## src/rtl/exc_sequencer_if.sv

```systemverilog
// Bundle between the decoder/CP0 side and the trap/ERET sequencer.
// The master drives decoded requests and CP0 state; the slave (sequencer) drives CP0 controls.
interface exc_sequencer_if #(
  parameter int CNT_W = 8
);
  logic             ena;
  logic             is_syscall;
  logic             is_break;
  logic             is_teq;
  logic             teq_equal;
  logic             is_eret;
  logic [31:0]      npc;
  logic [31:0]      status_in;
  logic [31:0]      exc_addr_in;
  logic             exception;
  logic             eret;
  logic [4:0]       cause;
  logic [31:0]      npc_out;
  logic             pc_redirect;
  logic [31:0]      redirect_addr;
  logic             stall;
  logic             exc_masked;
  logic [CNT_W-1:0] exc_count;

  modport master (
    output ena, is_syscall, is_break, is_teq, teq_equal, is_eret, npc, status_in, exc_addr_in,
    input  exception, eret, cause, npc_out, pc_redirect, redirect_addr, stall, exc_masked, exc_count
  );

  modport slave (
    input  ena, is_syscall, is_break, is_teq, teq_equal, is_eret, npc, status_in, exc_addr_in,
    output exception, eret, cause, npc_out, pc_redirect, redirect_addr, stall, exc_masked, exc_count
  );
endinterface

```

## src/rtl/exc_sequencer.sv

```systemverilog
// Trap/ERET sequencer feeding CP0: one-cycle exception/eret pulse, then a one-cycle PC redirect,
// plus a saturating count of taken traps.
module exc_sequencer #(
  parameter logic [31:0] EXC_VECTOR = 32'h00400004,
  parameter int          CNT_W      = 8
) (
  input  logic             clk,
  input  logic             rst,
  exc_sequencer_if.slave   bus
);

  typedef enum logic [1:0] {
    IDLE     = 2'd0,
    SIG_EXC  = 2'd1,
    SIG_ERET = 2'd2,
    REDIRECT = 2'd3
  } state_t;

  localparam logic [4:0] CAUSE_SYSCALL = 5'b01000;
  localparam logic [4:0] CAUSE_BREAK   = 5'b01001;
  localparam logic [4:0] CAUSE_TEQ     = 5'b01101;

  state_t           state, state_next;
  logic             exception_q, exception_d;
  logic             eret_q, eret_d;
  logic             pc_redirect_q, pc_redirect_d;
  logic             exc_masked_q, exc_masked_d;
  logic [4:0]       cause_q, cause_d;
  logic [31:0]      npc_q, npc_d;
  logic [31:0]      redirect_q, redirect_d;
  logic [CNT_W-1:0] count_q, count_d;

  logic             trap;
  logic             trap_enabled;
  logic [4:0]       trap_cause;
  logic             unused_status;

  assign trap          = bus.is_syscall | bus.is_break | (bus.is_teq & bus.teq_equal);
  assign unused_status = ^bus.status_in[31:4];

  // Highest-priority trap picks both the cause code and its Status enable bit.
  always_comb begin
    trap_cause   = CAUSE_TEQ;
    trap_enabled = bus.status_in[3];
    if (bus.is_syscall) begin
      trap_cause   = CAUSE_SYSCALL;
      trap_enabled = bus.status_in[1];
    end else if (bus.is_break) begin
      trap_cause   = CAUSE_BREAK;
      trap_enabled = bus.status_in[2];
    end
  end

  always_comb begin
    state_next    = state;
    exception_d   = 1'b0;
    eret_d        = 1'b0;
    pc_redirect_d = 1'b0;
    exc_masked_d  = 1'b0;
    cause_d       = cause_q;
    npc_d         = npc_q;
    redirect_d    = redirect_q;
    count_d       = count_q;
    case (state)
      IDLE: begin
        if (trap) begin
          if (bus.status_in[0] & trap_enabled) begin
            state_next  = SIG_EXC;
            exception_d = 1'b1;
            cause_d     = trap_cause;
            npc_d       = bus.npc;
          end else begin
            exc_masked_d = 1'b1;
          end
        end else if (bus.is_eret) begin
          state_next = SIG_ERET;
          eret_d     = 1'b1;
        end
      end
      SIG_EXC: begin
        state_next    = REDIRECT;
        pc_redirect_d = 1'b1;
        redirect_d    = EXC_VECTOR;
        count_d       = (&count_q) ? count_q : count_q + 1'b1;
      end
      // CP0 has restored EPC onto exc_addr_in by the negedge inside this state.
      SIG_ERET: begin
        state_next    = REDIRECT;
        pc_redirect_d = 1'b1;
        redirect_d    = bus.exc_addr_in;
      end
      REDIRECT: begin
        state_next = IDLE;
      end
      default: begin
        state_next = IDLE;
      end
    endcase
  end

  always_ff @(posedge clk) begin
    if (rst) begin
      state         <= IDLE;
      exception_q   <= 1'b0;
      eret_q        <= 1'b0;
      pc_redirect_q <= 1'b0;
      exc_masked_q  <= 1'b0;
      cause_q       <= 5'd0;
      npc_q         <= 32'd0;
      redirect_q    <= 32'd0;
      count_q       <= '0;
    end else if (bus.ena) begin
      state         <= state_next;
      exception_q   <= exception_d;
      eret_q        <= eret_d;
      pc_redirect_q <= pc_redirect_d;
      exc_masked_q  <= exc_masked_d;
      cause_q       <= cause_d;
      npc_q         <= npc_d;
      redirect_q    <= redirect_d;
      count_q       <= count_d;
    end
  end

  assign bus.exception     = exception_q;
  assign bus.eret          = eret_q;
  assign bus.pc_redirect   = pc_redirect_q;
  assign bus.exc_masked    = exc_masked_q;
  assign bus.cause         = cause_q;
  assign bus.npc_out       = npc_q;
  assign bus.redirect_addr = redirect_q;
  assign bus.exc_count     = count_q;
  assign bus.stall         = (state != IDLE);

endmodule

```

## src/flat_wrapper.sv

```systemverilog
// flat-port wrapper written by rule: the top's interface ports become plain ports
module exc_sequencer_flat 
#(
  parameter logic [31:0] EXC_VECTOR = 32'h00400004,
  parameter int          CNT_W      = 8
)
  (clk, rst, bus_ena, bus_is_syscall, bus_is_break, bus_is_teq, bus_teq_equal, bus_is_eret, bus_npc, bus_status_in, bus_exc_addr_in, bus_exception, bus_eret, bus_cause, bus_npc_out, bus_pc_redirect, bus_redirect_addr, bus_stall, bus_exc_masked, bus_exc_count);
  exc_sequencer_if #(.CNT_W(CNT_W)) bus_i ();
  input  logic clk;
  input  logic rst;
  input wire logic [$bits(bus_i.ena)-1:0] bus_ena;
  input wire logic [$bits(bus_i.is_syscall)-1:0] bus_is_syscall;
  input wire logic [$bits(bus_i.is_break)-1:0] bus_is_break;
  input wire logic [$bits(bus_i.is_teq)-1:0] bus_is_teq;
  input wire logic [$bits(bus_i.teq_equal)-1:0] bus_teq_equal;
  input wire logic [$bits(bus_i.is_eret)-1:0] bus_is_eret;
  input wire logic [$bits(bus_i.npc)-1:0] bus_npc;
  input wire logic [$bits(bus_i.status_in)-1:0] bus_status_in;
  input wire logic [$bits(bus_i.exc_addr_in)-1:0] bus_exc_addr_in;
  output wire logic [$bits(bus_i.exception)-1:0] bus_exception;
  output wire logic [$bits(bus_i.eret)-1:0] bus_eret;
  output wire logic [$bits(bus_i.cause)-1:0] bus_cause;
  output wire logic [$bits(bus_i.npc_out)-1:0] bus_npc_out;
  output wire logic [$bits(bus_i.pc_redirect)-1:0] bus_pc_redirect;
  output wire logic [$bits(bus_i.redirect_addr)-1:0] bus_redirect_addr;
  output wire logic [$bits(bus_i.stall)-1:0] bus_stall;
  output wire logic [$bits(bus_i.exc_masked)-1:0] bus_exc_masked;
  output wire logic [$bits(bus_i.exc_count)-1:0] bus_exc_count;
  assign bus_i.ena = bus_ena;
  assign bus_i.is_syscall = bus_is_syscall;
  assign bus_i.is_break = bus_is_break;
  assign bus_i.is_teq = bus_is_teq;
  assign bus_i.teq_equal = bus_teq_equal;
  assign bus_i.is_eret = bus_is_eret;
  assign bus_i.npc = bus_npc;
  assign bus_i.status_in = bus_status_in;
  assign bus_i.exc_addr_in = bus_exc_addr_in;
  assign bus_exception = bus_i.exception;
  assign bus_eret = bus_i.eret;
  assign bus_cause = bus_i.cause;
  assign bus_npc_out = bus_i.npc_out;
  assign bus_pc_redirect = bus_i.pc_redirect;
  assign bus_redirect_addr = bus_i.redirect_addr;
  assign bus_stall = bus_i.stall;
  assign bus_exc_masked = bus_i.exc_masked;
  assign bus_exc_count = bus_i.exc_count;
  exc_sequencer #(.EXC_VECTOR(EXC_VECTOR), .CNT_W(CNT_W)) u_core (.clk(clk), .rst(rst), .bus(bus_i));
endmodule
```

## config.mk

```make
export PLATFORM = sky130hd
export DESIGN_NAME = exc_sequencer_flat
export DESIGN_NICKNAME = d
export VERILOG_FILES = /design/src/rtl/exc_sequencer_if.sv /design/src/rtl/exc_sequencer.sv /design/src/flat_wrapper.sv
export SDC_FILE = /design/constraint.sdc
export NUM_CORES = 1
export LEC_CHECK = 0
export BUFFER_PORTS_ARGS = -buffer_cell sky130_fd_sc_hd__buf_4
export CAP_MARGIN = 20
export CELL_PAD_IN_SITES_DETAIL_PLACEMENT = 0
export CELL_PAD_IN_SITES_GLOBAL_PLACEMENT = 1
export CORE_MARGIN = 3
export CORE_UTILIZATION = 30
export CTS_CLUSTER_SIZE = 14
export DETAILED_ROUTE_END_ITERATION = 6
export PLACE_DENSITY_LB_ADDON = 0.1
export SYNTH_ARGS = -nofsm -noshare
export SYNTH_HDL_FRONTEND = slang
export SYNTH_SLANG_ARGS = --single-unit
```

## constraint.sdc

```tcl
create_clock -name clk -period 2.8 [get_ports clk]
set_clock_uncertainty 0.15 [all_clocks]
set_input_delay 0.14 -clock clk [delete_from_list [all_inputs] [get_ports clk]]
set_output_delay 0.14 -clock clk [all_outputs]
set_load 0.05 [all_outputs]
```

==> flow_metrics.tcl <==
set metrics [dict create \
    status "completed" \
    nFillCells 1010 \
    peakVddDrop_uv 344 \
    fin_crit_sh 0.746 \
    power.density_nw_per_um2 501 \
    drc 0 \
    required_ns 2.92 \
    grt_use_total 0.165 \
    antenna_left 0 \
    placement_rows 37 \
    avgViaCountPerCell 4.72 \
    initial_core_util 0.316 \
    dominantRegCellSynth "dfxtp_1" \
    grt_pass1_vias 3330 \
    finalMaxSlewViolations 0 \
    max-slew-margin-rel 0.451 \
    seq_area_sq_um 1620 \
    hp-class "in -> reg" \
    fin_setup_tns_ns 0 \
    grt_util_met3 0.0440 \
    drive_gt1_frac 0.327 \
    postSynthAreaPerCell_sq_um 8.64 \
    pre_cts_ws_ns 0.787 \
    ys_seq_area_frac 0.486 \
    worstSetupEndpointType "register" \
    yosysTopAreaCellShare 0.486 \
    wire_per_inst_um 14.5 \
    cts_tree "built" \
    antenna_found_initial 0 \
    hpwlAfterDp_um 6890 \
    synthDistinctLibCells 41 \
    die_x_um 111 \
    place_congestion 0.719 \
    synth_seq_cells 81 \
    area_delta_synth_final_pct 64.9 \
    synth_area_leaders "dfxtp_1 (49%), a21oi_1 (11%), nand3_1 (8.3%)" \
    numCtsBuffers 9 \
    wirelength_um 10700 \
    final_net_count 706 \
    antenna_cells 0 \
    die_h_um 111 \
    core_sq_um 10600 \
    clkPwrFrac 0.352 \
    htreeDepth 3 \
    cts.sinks 81 \
    rsz0062_at_grt "false" \
    cts-root-buf "clkbuf_8" \
    timing.fmax_mhz 479 \
    critPathKind "in -> reg" \
    cp.arrival_ns 2.21 \
    grt_util_met1 0.218 \
    firstDrtPassIters 4 \
    critPathLaunchType "input pin" \
    yosysTopAreaCell "dfxtp_1" \
    drtIter0Drc 213 \
    clock_latency_ns 0.34 \
    die_area_sq_um 12400 \
    hold_violations 0 \
    io_buffers 155 \
    cp_max_fo 35 \
    async_flop_share 0 \
    io_pins 186 \
    internal_power_mw 1.97 \
    synth_edf_count 0 \
    overflow 0 \
    cts_max_path_buffers 2 \
    switchingPower_mw 0.781 \
    vias 3485 \
    grt_pass1_wl_um 16900 \
    swShare 0.284 \
    yosys_warnings 0 \
    worstMarginPinSlew_ns 0.819 \
    busiest_layer "met2" \
    p_leak_nw 2.22 \
    setup_viol 0 \
    multi_input_area_sq_um 1520 \
    pwr-share-seq 0.436 \
    yosys-top-cells-count "dfxtp_1 (81), a21oi_1 (71), nand3_1 (55)" \
    syn_area_sq_um 3330 \
    grt_max_degree 66 \
    dpl_cell_area_sq_um 4580 \
    clk_pin_slew_ns 0.08 \
    yosysMostFrequentCell "dfxtp_1" \
    timing.final.ws_setup_ns 0.710 \
    design_area_sq_um 5500 \
    grt_util_met2 0.263 \
    combPwrFrac 0.212 \
    period_needed_ns 2.09 \
    syn_inst 386 \
    cap_violations 0 \
]
critical path: stages:
cell and delay, ns:
dlygate4sd3_1 0.53, buf_4 0.16, mux2_4 0.33, o211ai_4 0.66
o21ai_0 0.20, a21oi_1 0.17
final cells by class:
type	instances	area share
Clock buffer	12	0.0282
Clock inverter	4	0.0137
Inverter	6	0.00410
Multi-Input combinational cell	266	0.276
Sequential cell	81	0.295
Tap cell	136	0.0310
Timing Repair Buffer	233	0.352
what timing repair did:
| action | CTS | global route |
|---|---|---|
| gates resized for setup | 0 | 0 |
| endpoints found under the hold margin | 67 | 0 |
| hold buffers | 68 | 0 |
| setup buffers | 0 | 0 |
placed cells by master, fill, tap and decap left out, types with 6 or more instances in the layout:
master	netlist	routed
dlygate4sd3_1	0	68
nand3_1	55	55
nand2_1	35	35
o21ai_0	30	30
clkbuf_8	0	11
dfxtp_1	81	81
nor2_1	16	16
buf_4	4	164
xnor2_1	6	6
a21oi_1	71	71
nand3_2	10	10
cell families after synthesis:
family                     synth area share
and+or+nand+nor                       0.202
AOI/OAI and AO/OA                     0.200
DFF                                   0.486
buffers and inverters                0.0589
xor gates and xnor gates             0.0158
adders and majority gates            0.0188
muxes                                0.0169
other                               0.00113
sequential cells by signal, summed over array words and instances, names as in the netlist:
register,flops
u_core.bus.cause,3
u_core.bus.eret,1
u_core.bus.exc_count,8
u_core.bus.exc_masked,1
u_core.bus.exception,1
u_core.bus.npc_out,32
u_core.bus.pc_redirect,1
u_core.bus.redirect_addr,32
u_core.state,2
routing by layer:
layer	wire length, um	vias to the layer above
met5	0	-
met1	4950	1583
li1	-	1772
met4	220	0
met2	4860	114
met3	637	16
path summary, 6_finish.rpt:
kind                           startpoint                      endpoint  slack, ns  cells past startpoint
max                          bus_is_break        u_core.bus.npc_out[13]       0.71                      6
max reg2reg               u_core.state[0]   u_core.bus.redirect_addr[2]       0.79                      6
min                               bus_ena               u_core.bus.eret       0.02                      4
min reg2reg  u_core.bus.redirect_addr[31]  u_core.bus.redirect_addr[31]       0.30                      2
through the flow:
stage	hold slack [ns]	cells	power, mW	util
3_5_place_dp	0.251	654	1.74	0.434
3_3_place_gp	0.243	654	1.73	0.434
4_1_cts	0.00464	738	2.80	0.521
2_1_floorplan	0.0997	387	1.54	-
5_1_grt	0.0223	738	2.89	0.521
6_report	0.0186	738	2.76	0.521
power by group through the flow:
stage | Clock (mW) | Sequential, mW | Combinational, mW
detailed placement | 0 | 1.23 | 0.511
finish | 0.970 | 1.20 | 0.584
global route | 1.05 | 1.21 | 0.627
global placement | 0 | 1.23 | 0.508
CTS | 1.01 | 1.20 | 0.588
floorplan | 0 | 1.33 | 0.210
(Power assumes the default switching activity.)
